`src/rtl/cpu_isa_pkg.sv`:
```
// ISA constants and the fetch state encoding.
// Shared by the cpu, the instruction fetch unit and their benches.
package cpu_isa_pkg;

  localparam int BUS_WIDTH = 7;

  // Opcodes live in the top nibble of each machine-code word.
  localparam logic [3:0] NOP                 = 4'b0000;
  localparam logic [3:0] LOAD_IMMEDIATE      = 4'b0001;
  localparam logic [3:0] LOAD                = 4'b0010;
  localparam logic [3:0] STORE               = 4'b0011;
  localparam logic [3:0] ADD                 = 4'b0100;
  localparam logic [3:0] SUB                 = 4'b0101;
  localparam logic [3:0] MUL                 = 4'b0110;
  localparam logic [3:0] BITWISE_AND         = 4'b0111;
  localparam logic [3:0] BITWISE_OR          = 4'b1000;
  localparam logic [3:0] TENSOR_CORE_OPERATE = 4'b1001;
  localparam logic [3:0] JUMP                = 4'b1010;
  localparam logic [3:0] BRANCH_ZERO         = 4'b1011;
  localparam logic [3:0] COMPARE             = 4'b1100;
  localparam logic [3:0] MOVE                = 4'b1101;
  localparam logic [3:0] TENSOR_CORE_LOAD    = 4'b1110;
  localparam logic [3:0] TENSOR_CORE_READ    = 4'b1111;

  localparam logic [15:0] HALT_WORD = 16'hFFFF;
  localparam logic [15:0] NOP_WORD  = 16'h0000;

  typedef enum logic [2:0] {
    IDLE,
    FETCH,
    ISSUE,
    WAIT_TENSOR,
    HALTED
  } fetch_state_t;

endpackage

```
`src/rtl/instruction_fetch_unit.sv`:
```
// Program sequencer: fetches words from a synchronous program ROM and issues
// them to the cpu one every two cycles, stalling behind tensor-core operations.
module instruction_fetch_unit #(
  parameter int INSTRUCTION_WIDTH = 16,
  parameter int PROGRAM_DEPTH     = 1024,
  parameter logic [INSTRUCTION_WIDTH-1:0] HALT_WORD = 16'hFFFF,
  parameter logic [INSTRUCTION_WIDTH-1:0] NOP_WORD  = 16'h0000,
  localparam int ADDR_W = $clog2(PROGRAM_DEPTH)
) (
  input  logic                         clock_in,
  input  logic                         reset_in,
  input  logic                         start_in,
  input  logic                         tensor_core_done_in,
  output logic [ADDR_W-1:0]            memory_address_out,
  input  logic [INSTRUCTION_WIDTH-1:0] memory_data_in,
  output logic [INSTRUCTION_WIDTH-1:0] current_instruction,
  output logic                         instruction_valid_out,
  output logic [ADDR_W-1:0]            program_counter_out,
  output logic                         busy_out,
  output logic                         halted_out,
  output logic                         overrun_out
);
  import cpu_isa_pkg::*;

  localparam logic [ADDR_W-1:0] PC_LAST = ADDR_W'(PROGRAM_DEPTH - 1);

  fetch_state_t      state;
  logic [ADDR_W-1:0] pc;
  logic              wait_first;
  logic [3:0]        opcode;

  assign opcode              = memory_data_in[INSTRUCTION_WIDTH-1 -: 4];
  assign memory_address_out  = pc;
  assign program_counter_out = pc;
  assign busy_out            = (state == FETCH) || (state == ISSUE) || (state == WAIT_TENSOR);

  always_ff @(posedge clock_in) begin
    if (reset_in) begin
      state                 <= IDLE;
      pc                    <= '0;
      wait_first            <= 1'b0;
      current_instruction   <= NOP_WORD;
      instruction_valid_out <= 1'b0;
      halted_out            <= 1'b0;
      overrun_out           <= 1'b0;
    end else begin
      // Every cycle that does not issue a real word drives a NOP.
      current_instruction   <= NOP_WORD;
      instruction_valid_out <= 1'b0;
      case (state)
        IDLE, HALTED: begin
          if (start_in) begin
            state      <= FETCH;
            pc         <= '0;
            halted_out <= 1'b0;
          end
        end
        FETCH: state <= ISSUE;
        ISSUE: begin
          if (memory_data_in == HALT_WORD) begin
            state      <= HALTED;
            halted_out <= 1'b1;
          end else begin
            current_instruction   <= memory_data_in;
            instruction_valid_out <= 1'b1;
            if (pc == PC_LAST) begin
              // Ran off the end of program memory: stop instead of wrapping.
              state       <= HALTED;
              halted_out  <= 1'b1;
              overrun_out <= 1'b1;
            end else begin
              pc <= pc + ADDR_W'(1);
              if (opcode == TENSOR_CORE_OPERATE) begin
                state      <= WAIT_TENSOR;
                wait_first <= 1'b1;
              end else begin
                state <= FETCH;
              end
            end
          end
        end
        WAIT_TENSOR: begin
          // The core's done flag may still be stale from the previous op
          // during the first wait cycle, so it is only trusted afterwards.
          wait_first <= 1'b0;
          if (!wait_first && tensor_core_done_in) state <= FETCH;
        end
        default: state <= IDLE;
      endcase
    end
  end

endmodule

```
`config.mk`:
```
export PLATFORM = sky130hd
export DESIGN_NAME = instruction_fetch_unit
export DESIGN_NICKNAME = d
export VERILOG_FILES = /design/src/rtl/cpu_isa_pkg.sv /design/src/rtl/instruction_fetch_unit.sv
export SDC_FILE = /design/constraint.sdc
export NUM_CORES = 1
export LEC_CHECK = 0
export CAP_MARGIN = 20
export CORE_ASPECT_RATIO = 1.75
export CORE_MARGIN = 1
export CORE_UTILIZATION = 37
export CTS_BUF_LIST = sky130_fd_sc_hd__clkbuf_16
export DETAILED_ROUTE_END_ITERATION = 10
export HOLD_SLACK_MARGIN = 0.05
export PLACE_DENSITY = 0.75
export SYNTH_ARGS = -nofsm -noshare
export SYNTH_HDL_FRONTEND = slang
export SYNTH_SLANG_ARGS = --single-unit
```
`constraint.sdc`:
```
create_clock -name clock_in -period 1.6 [get_ports clock_in]
set_input_delay 0.32 -clock clock_in [delete_from_list [all_inputs] [get_ports clock_in]]
set_output_delay 0.32 -clock clock_in [all_outputs]
set_load 0.02 [all_outputs]
```
==> run metrics, run 1 <==
final setup violation count=2; largest net degree at the start of global routing=19; kind of critical path=flip-flop to flip-flop; Detail Route Antenna Nets=0; VDD IR max=roughly 0.8 mV; CP Data Arrival Time=around 1.8 ns; Compound-Gate Fraction of Synth Area=0.147; Port Buffers=59; DRT Pass-1 Iters=4; Mapped Nets=170; worst min path class=primary input to flip-flop; All-Layer GR Usage=0.222; crit path launch=memory_address_out[0]$_SDFFE_PP0P_; number of global-route vias before repair=~1500; DIE AREA=~0.0041 mm2; Final min period=roughly 1.6 ns; Post-synth EDFFs=0; post-synthesis simple-gate area fraction=0.273; sequential share of the synthesized area=0.469; reg2reg path depth=6; clk_skew=around 0.0029 ns; die span in y=83.6 um; initial antenna violation count=0; met3 usage=0.0601; Main synth FF type=dfxtp_1; Slew Viols, Final=0; kind of cell adding the most delay to the critical path=simple AND/OR/NAND/NOR gates; Yosys reg bits=33; worst r2r src=memory_address_out[0]$_SDFFE_PP0P_; Top Usage Layer GRT=met2; Util after Layout=0.679; crit-path cells=ha_4 > buf_4 > nand3_1 > a31oi_2 > or4b_4 > a21oi_1; CP required=about 1.8 ns; synthesized-area fraction occupied by xor and xnor cells=0; fraction of layout instances using a drive strength above 1=0.295; leading cell types by count after synthesis=dfxtp_1 (33), and3_1 (17), buf_4 (11); fin crit share=1.02; DP Wirelength=between 2 and 3 mm; CTS tree=yes; initial core utilization=0.388; DRT iter0 DRCs=35; largest area contributor in the netlist=dfxtp_1; met2 Usage GRT=0.420; synthesized area per cell=9.45 um2; Routed WL=around 4.4 mm; Avg WL per Cell=approximately 16 um; CP max stage cell=or4b_4; actual slew at the worst max-slew pin=between 0.3 and 0.4 ns; CTS buffer count=5; PD cells=slightly below 800 mW/mm2; Layout area overhead=74.9%; htree depth=2; count leader, synth=dfxtp_1; relative slew slack=0.746; Layout Nets=~250; failing checks=setup timing; Synth cell types=36; clock-pin slew on the worst setup and hold paths=~0.05 ns; status=complete, but fails checks; mux contribution to synthesized area=0.00711; asr flop ratio synth=0; largest cells by area after synthesis=dfxtp_1 (47%), and3_1 (7.6%), buf_4 (5.9%); Via Count=between 1500 and 2000; Ys Warns=0; Hold Path Cell Cnt=2; hold_sp=memory_data_in[1]; IO Pins=60; total gr overflow=0; CP Max Fanout=2; clock sinks=33; Final WS setup=-0.0370 ns; RD Place Congestion=0.813; max frequency=611 MHz; max incr delay on CP=around 0.48 ns; RSZ-0062 raised after global routing=yes; drc violations=0; main combinational cell family by area after synthesis=simple AND/OR/NAND/NOR gates; WP depth=6; FP Rows=29; Clk Latency, worst-skew pair=about 0.27 ns; Mapped Area=0.00141 mm2; max_cap viols=0; Adder-Cell Fraction of Synth Area=0.00889; Diodes inserted=0; pre-CTS WS=-0.480 ns; Die X=~49 um; Min Hold Slack=0.297 ns; Startpoint Class=flip-flop; Buf+Inv Stages, Crit Path=1; Post-CTS Hold Buffers=0; Worst setup EP type=flip-flop; top-area cell type share of the netlist area=0.469; core area=0.00363 mm2; first-pass GRT wire length=between 6 and 7 mm; Max clock buf depth=2; CTS Root Cell=clkbuf_16; cells after synthesis=between 100 and 150; static leakage power=~1.1 nW; DR vias/cell=roughly 5.4; final hold vios=0; grt met1 use=0.205
power breakdown:
group,internal (mW),switching [mW]
logic,0.0675,0.0678
registers,0.826,0.00339
clock network,0.659,0.325
total,1.55,0.396
state kept, by name, indices dropped and copies added, names as in the netlist:
register,flops
current_instruction,16
instruction_valid_out,1
halted_out,1
memory_address_out,10
wait_first,1
state,3
overrun_out,1
final timing paths:
| check | end | slack, ns |
|---|---|---|
| max | memory_address_out[6]$_SDFFE_PP0P_ | -0.04 |
| min | current_instruction[1]$_SDFF_PP0_ | 0.30 |
| max reg2reg | memory_address_out[6]$_SDFFE_PP0P_ | -0.04 |
| min reg2reg | halted_out$_SDFFE_PP0P_ | 0.46 |
worst reg2reg max path, cell delays in order, from the launching register on:
cell and delay [ns]:
dfxtp_4 0.35, ha_4 0.13, buf_4 0.11, nand3_1 0.12, a31oi_2 0.23, or4b_4 0.48, a21oi_1 0.14
cell usage in the layout (no fill, tap or decap), types with 2 or more instances in the layout:
cell             instances
a21oi_1                  8
a21oi_2                  2
and3_1                  16
and4_4                   2
buf_4                   29
buf_6                    4
clkbuf_16                6
clkbuf_2                 2
clkdlybuf4s15_1          8
clkdlybuf4s50_1         21
dfxtp_1                 26
dfxtp_2                  6
dlygate4sd2_1           26
dlymetal6s2s_1           2
inv_1                    6
nand2_1                  9
nand3_1                  6
nand3b_1                 2
nand4_1                  5
nor2_1                   5
nor4_1                   2
o211ai_1                 2
o21ai_0                  4
o31ai_1                  4
or4_1                    2
or4_4                    2
cells by family (layout without fill, tap and decap cells):
group / count (synthesis) / after routing
DFF: 33 / 33
adders and majority gates: 1 / 1
AOI/OAI and AO/OA: 29 / 29
muxes: 1 / 1
buffers and inverters: 22 / 106
and+or+nand+nor: 63 / 64
stage by stage:
stage | area, um2 | power (mW) | setup TNS (ns) | std cells
2_1_floorplan | 1450 | 0.888 | 0 | 149
3_3_place_gp | 2190 | 0.975 | -12.89 | 264
3_5_place_dp | 2190 | 0.978 | -14.15 | 264
4_1_cts | 2410 | 1.95 | -0.101 | 278
5_1_grt | 2460 | 2.02 | -0.708 | 280
6_report | 2460 | 1.95 | -0.0517 | 280
area by class of cell:
class                           instances  area [um2]
Tap cell                               46        57.6
Fill cell                             281        1170
Multi-Input combinational cell         95         721
Sequential cell                        33         672
Timing Repair Buffer                   93         836
Clock inverter                          2        7.51
Inverter                                5        18.8
Clock buffer                            6         150
layer usage:
metal / vias up / share of wire
li1: 711 / -
met2: 66 / 0.57
met1: 721 / 0.34
met3: 16 / 0.053
met4: 0 / 0.035
met5: - / 0
what timing repair did:
action                                  4_1_cts  5_1_grt
endpoints found under the setup margin       50       26
buffers inserted                              6        1
cloned                                        0        1
hold endpoints to repair                      0        0
pin swaps                                    10       10
gates resized for setup                      47       26
Note: power is estimated with default switching activity, not from simulation.
==> run 2: changes to the inputs <==
Settings changed: ABC_CLOCK_PERIOD_IN_PS set to 1600.
==> results of run 2 <==
Same layout as run 1: the final DEF is identical, and so are final timing and power.
==> run 3: changes to the inputs <==
Settings changed: SETUP_SLACK_MARGIN set to 0.02, TNS_END_PERCENT set to 5.
==> run 3 against run 2 <==
  * The flow still finishes with violations (setup timing)
  * Global-route usage hardly changed
  * Via count shrank 0.73%
  * Core utilization fell by 0.14 points
  * Count of clock-buffer cells in the layout shrank 1
  * Design area decreased by 0.20%
  * Sequential power hardly changed
  * Register-to-register slack lost 0.02 ns
  * Die area unchanged
  * Worst hold slack improved by 0.00095 ns
  * Routed wire length is 2.7% lower
  * Cell count is the same
  * Clock skew is 0.00071 ns lower
  * Largest power group unchanged
==> run metrics, run 3 (synthesized netlist as in run 1, its figures left out) <==
status=complete, but fails checks (unchanged); failing checks=setup timing (unchanged); Post-CTS Hold Buffers=0 (unchanged); Diodes inserted=0 (unchanged); worst min path class=primary input to flip-flop (unchanged); fraction of layout instances using a drive strength above 1=0.291 (was 0.295); first-pass GRT wire length=6.98 mm (was 6.95 mm); max frequency=602 MHz (was 611 MHz); drc violations=0 (unchanged); hold_sp=memory_data_in[9] (was memory_data_in[1]); final hold vios=0 (unchanged); CP Data Arrival Time=1.81 ns (was 1.83 ns); Post-Layout Inst Area=0.00246 mm2 (about the same); CP Max Fanout=9 (was 2); Layout Nets=254 (unchanged); actual slew at the worst max-slew pin=0.444 ns (was 0.380 ns); Clk Latency, worst-skew pair=0.27 ns (about the same); DR vias/cell=5.37 (was 5.41); CP max stage cell=o41ai_1 (was or4b_4); Avg WL per Cell=15.4 um (was 15.9 um); max_cap viols=0 (unchanged); Detail Route Antenna Nets=0 (unchanged); max FFs per register=16 (unchanged); IO Pins=60 (unchanged); CP required=1.75 ns (was 1.80 ns); kind of critical path=flip-flop to flip-flop (unchanged); relative slew slack=0.700 (was 0.746); RD Place Congestion=0.802 (was 0.813); FP Rows=29 (unchanged); Via Count=1503 (was 1514); All-Layer GR Usage=0.223 (was 0.222); most frequent cells in the layout=buf_4 (32), dlygate4sd2_1 (28), dfxtp_1 (27) (was buf_4 (29), dfxtp_1 (26), dlygate4sd2_1 (26)); Max clock buf depth=2 (unchanged); Slew Viols, Final=0 (unchanged); static leakage power=1.07 nW (was 1.10 nW); number of global-route vias before repair=1538 (was 1484); crit path launch=memory_address_out[0]$_SDFFE_PP0P_ (unchanged); Final min period=1.66 ns (was 1.64 ns); total gr overflow=0 (unchanged); CTS Root Cell=clkbuf_16 (unchanged); setup_tns=-0.157 ns (was -0.0517 ns); filler cell count=275 (was 281); Die X=48.6 um (unchanged); clock sinks=33 (unchanged); commonest non-fill, non-tap cell in the layout=buf_4 (unchanged); crit-path cells=ha_4 > and3_4 > and4_4 > buf_4 > o41ai_1 > a21oi_2 (was ha_4 > buf_4 > nand3_1 > a31oi_2 > or4b_4 > a21oi_1); worst r2r src=memory_address_out[0]$_SDFFE_PP0P_ (unchanged); Buf+Inv Stages, Crit Path=1 (unchanged); largest net degree at the start of global routing=18 (was 19); DRT Pass-1 Iters=4 (unchanged); clk_skew=0.00216 ns (was 0.00286 ns); Worst setup EP type=flip-flop (unchanged); RSZ-0062 raised after global routing=yes (unchanged); initial antenna violation count=0 (unchanged); kind of cell adding the most delay to the critical path=compound AO/OA/AOI/OAI gates (was simple AND/OR/NAND/NOR gates); CTS tree=yes (unchanged); core area=0.00363 mm2 (unchanged); Cell Area, Placed=0.00221 mm2 (was 0.00219 mm2); Routed WL=4.32 mm (was 4.44 mm); PD cells=823 mW/mm2 (was 791 mW/mm2); Port Buffers=59 (unchanged); VDD IR max=0.833 mV (was 0.804 mV); DIE AREA=0.00406 mm2 (unchanged); max incr delay on CP=0.38 ns (was 0.48 ns); CTS buffer count=5 (unchanged); Biggest register=current_instruction (unchanged); initial core utilization=0.388 (unchanged); htree depth=2 (unchanged); DP Wirelength=2.99 mm (was 2.93 mm); Layout area overhead=74.6% (was 74.9%); DRT iter0 DRCs=43 (was 35); final setup violation count=12 (was 2); fin crit share=1.04 (was 1.02); die span in y=83.6 um (unchanged); clock-pin slew on the worst setup and hold paths=0.05 ns (about the same); Final WS setup=-0.0608 ns (was -0.0370 ns); Startpoint Class=flip-flop (unchanged)
[run 3: cell count changes in the layout (fill, tap and decap cells not counted), sizes merged]
cell	delta
clkdlybuf4s50	+3
dlygate4sd2	+2
buf	+1
clkbuf	-2
clkdlybuf4s15	-2
and4	-1
dlymetal6s2s	-2
bufinv	+1
[run 3: final timing paths]
path	end	slack [ns]	depth (start not counted)
setup / recovery	memory_address_out[6]$_SDFFE_PP0P_	-0.06	6
hold / removal	current_instruction[9]$_SDFF_PP0_	0.30	2
setup reg to reg	memory_address_out[6]$_SDFFE_PP0P_	-0.06	6
hold reg to reg	halted_out$_SDFFE_PP0P_	0.45	2
[run 3: area by class of cell]
class,count,area [um2],share of cell area
sequential,33,671,0.273
multi-input combinational,94,688,0.280
inverter,5,18.8,0.00764
clock inverter,3,37.5,0.0153
tap,46,57.6,0.0234
clock buffer,5,125,0.0509
timing repair buffer,94,860,0.350
[run 3: worst reg2reg max path: stages (launching register included)]
cell and delay, ns:
dfxtp_4 0.35, ha_4 0.15, and3_4 0.18, and4_4 0.22, buf_4 0.16, o41ai_1 0.38, a21oi_2 0.10
[run 3: power by group]
part / internal, mW / switching (mW) / leakage (nW)
Sequential: 0.826 / 0.00270 / 0.269
Combinational: 0.0759 / 0.0683 / 0.715
Clock: 0.722 / 0.329 / 0.0826
[run 3: per-layer routing]
layer | vias up | GRT usage | wire, um
met5 | - | 0 | 0
met4 | 0 | 0.112 | 112
met1 | 711 | 0.204 | 1500
met2 | 73 | 0.428 | 2450
met3 | 12 | 0.0601 | 256
li1 | 707 | - | -
[run 3: repair_timing]
item                                    4_1_cts  5_1_grt
endpoints found under the setup margin       52       26
gates resized for setup                      54        6
setup buffers                                 4        2
pin swaps                                    14        3
gates cloned                                  1        0
[run 3: stage by stage]
step / power (mW) / worst slack [ns] / utilization / instances / hold slack [ns]
floorplan: 0.888 / 0.0119 / - / 149 / 0.445
global placement: 0.984 / -0.431 / 0.609 / 265 / 0.443
detailed placement: 0.988 / -0.467 / 0.609 / 265 / 0.451
CTS: 2.03 / -0.0213 / 0.670 / 278 / 0.291
global route: 2.09 / -0.117 / 0.677 / 280 / 0.300
finish: 2.02 / -0.0608 / 0.677 / 280 / 0.298
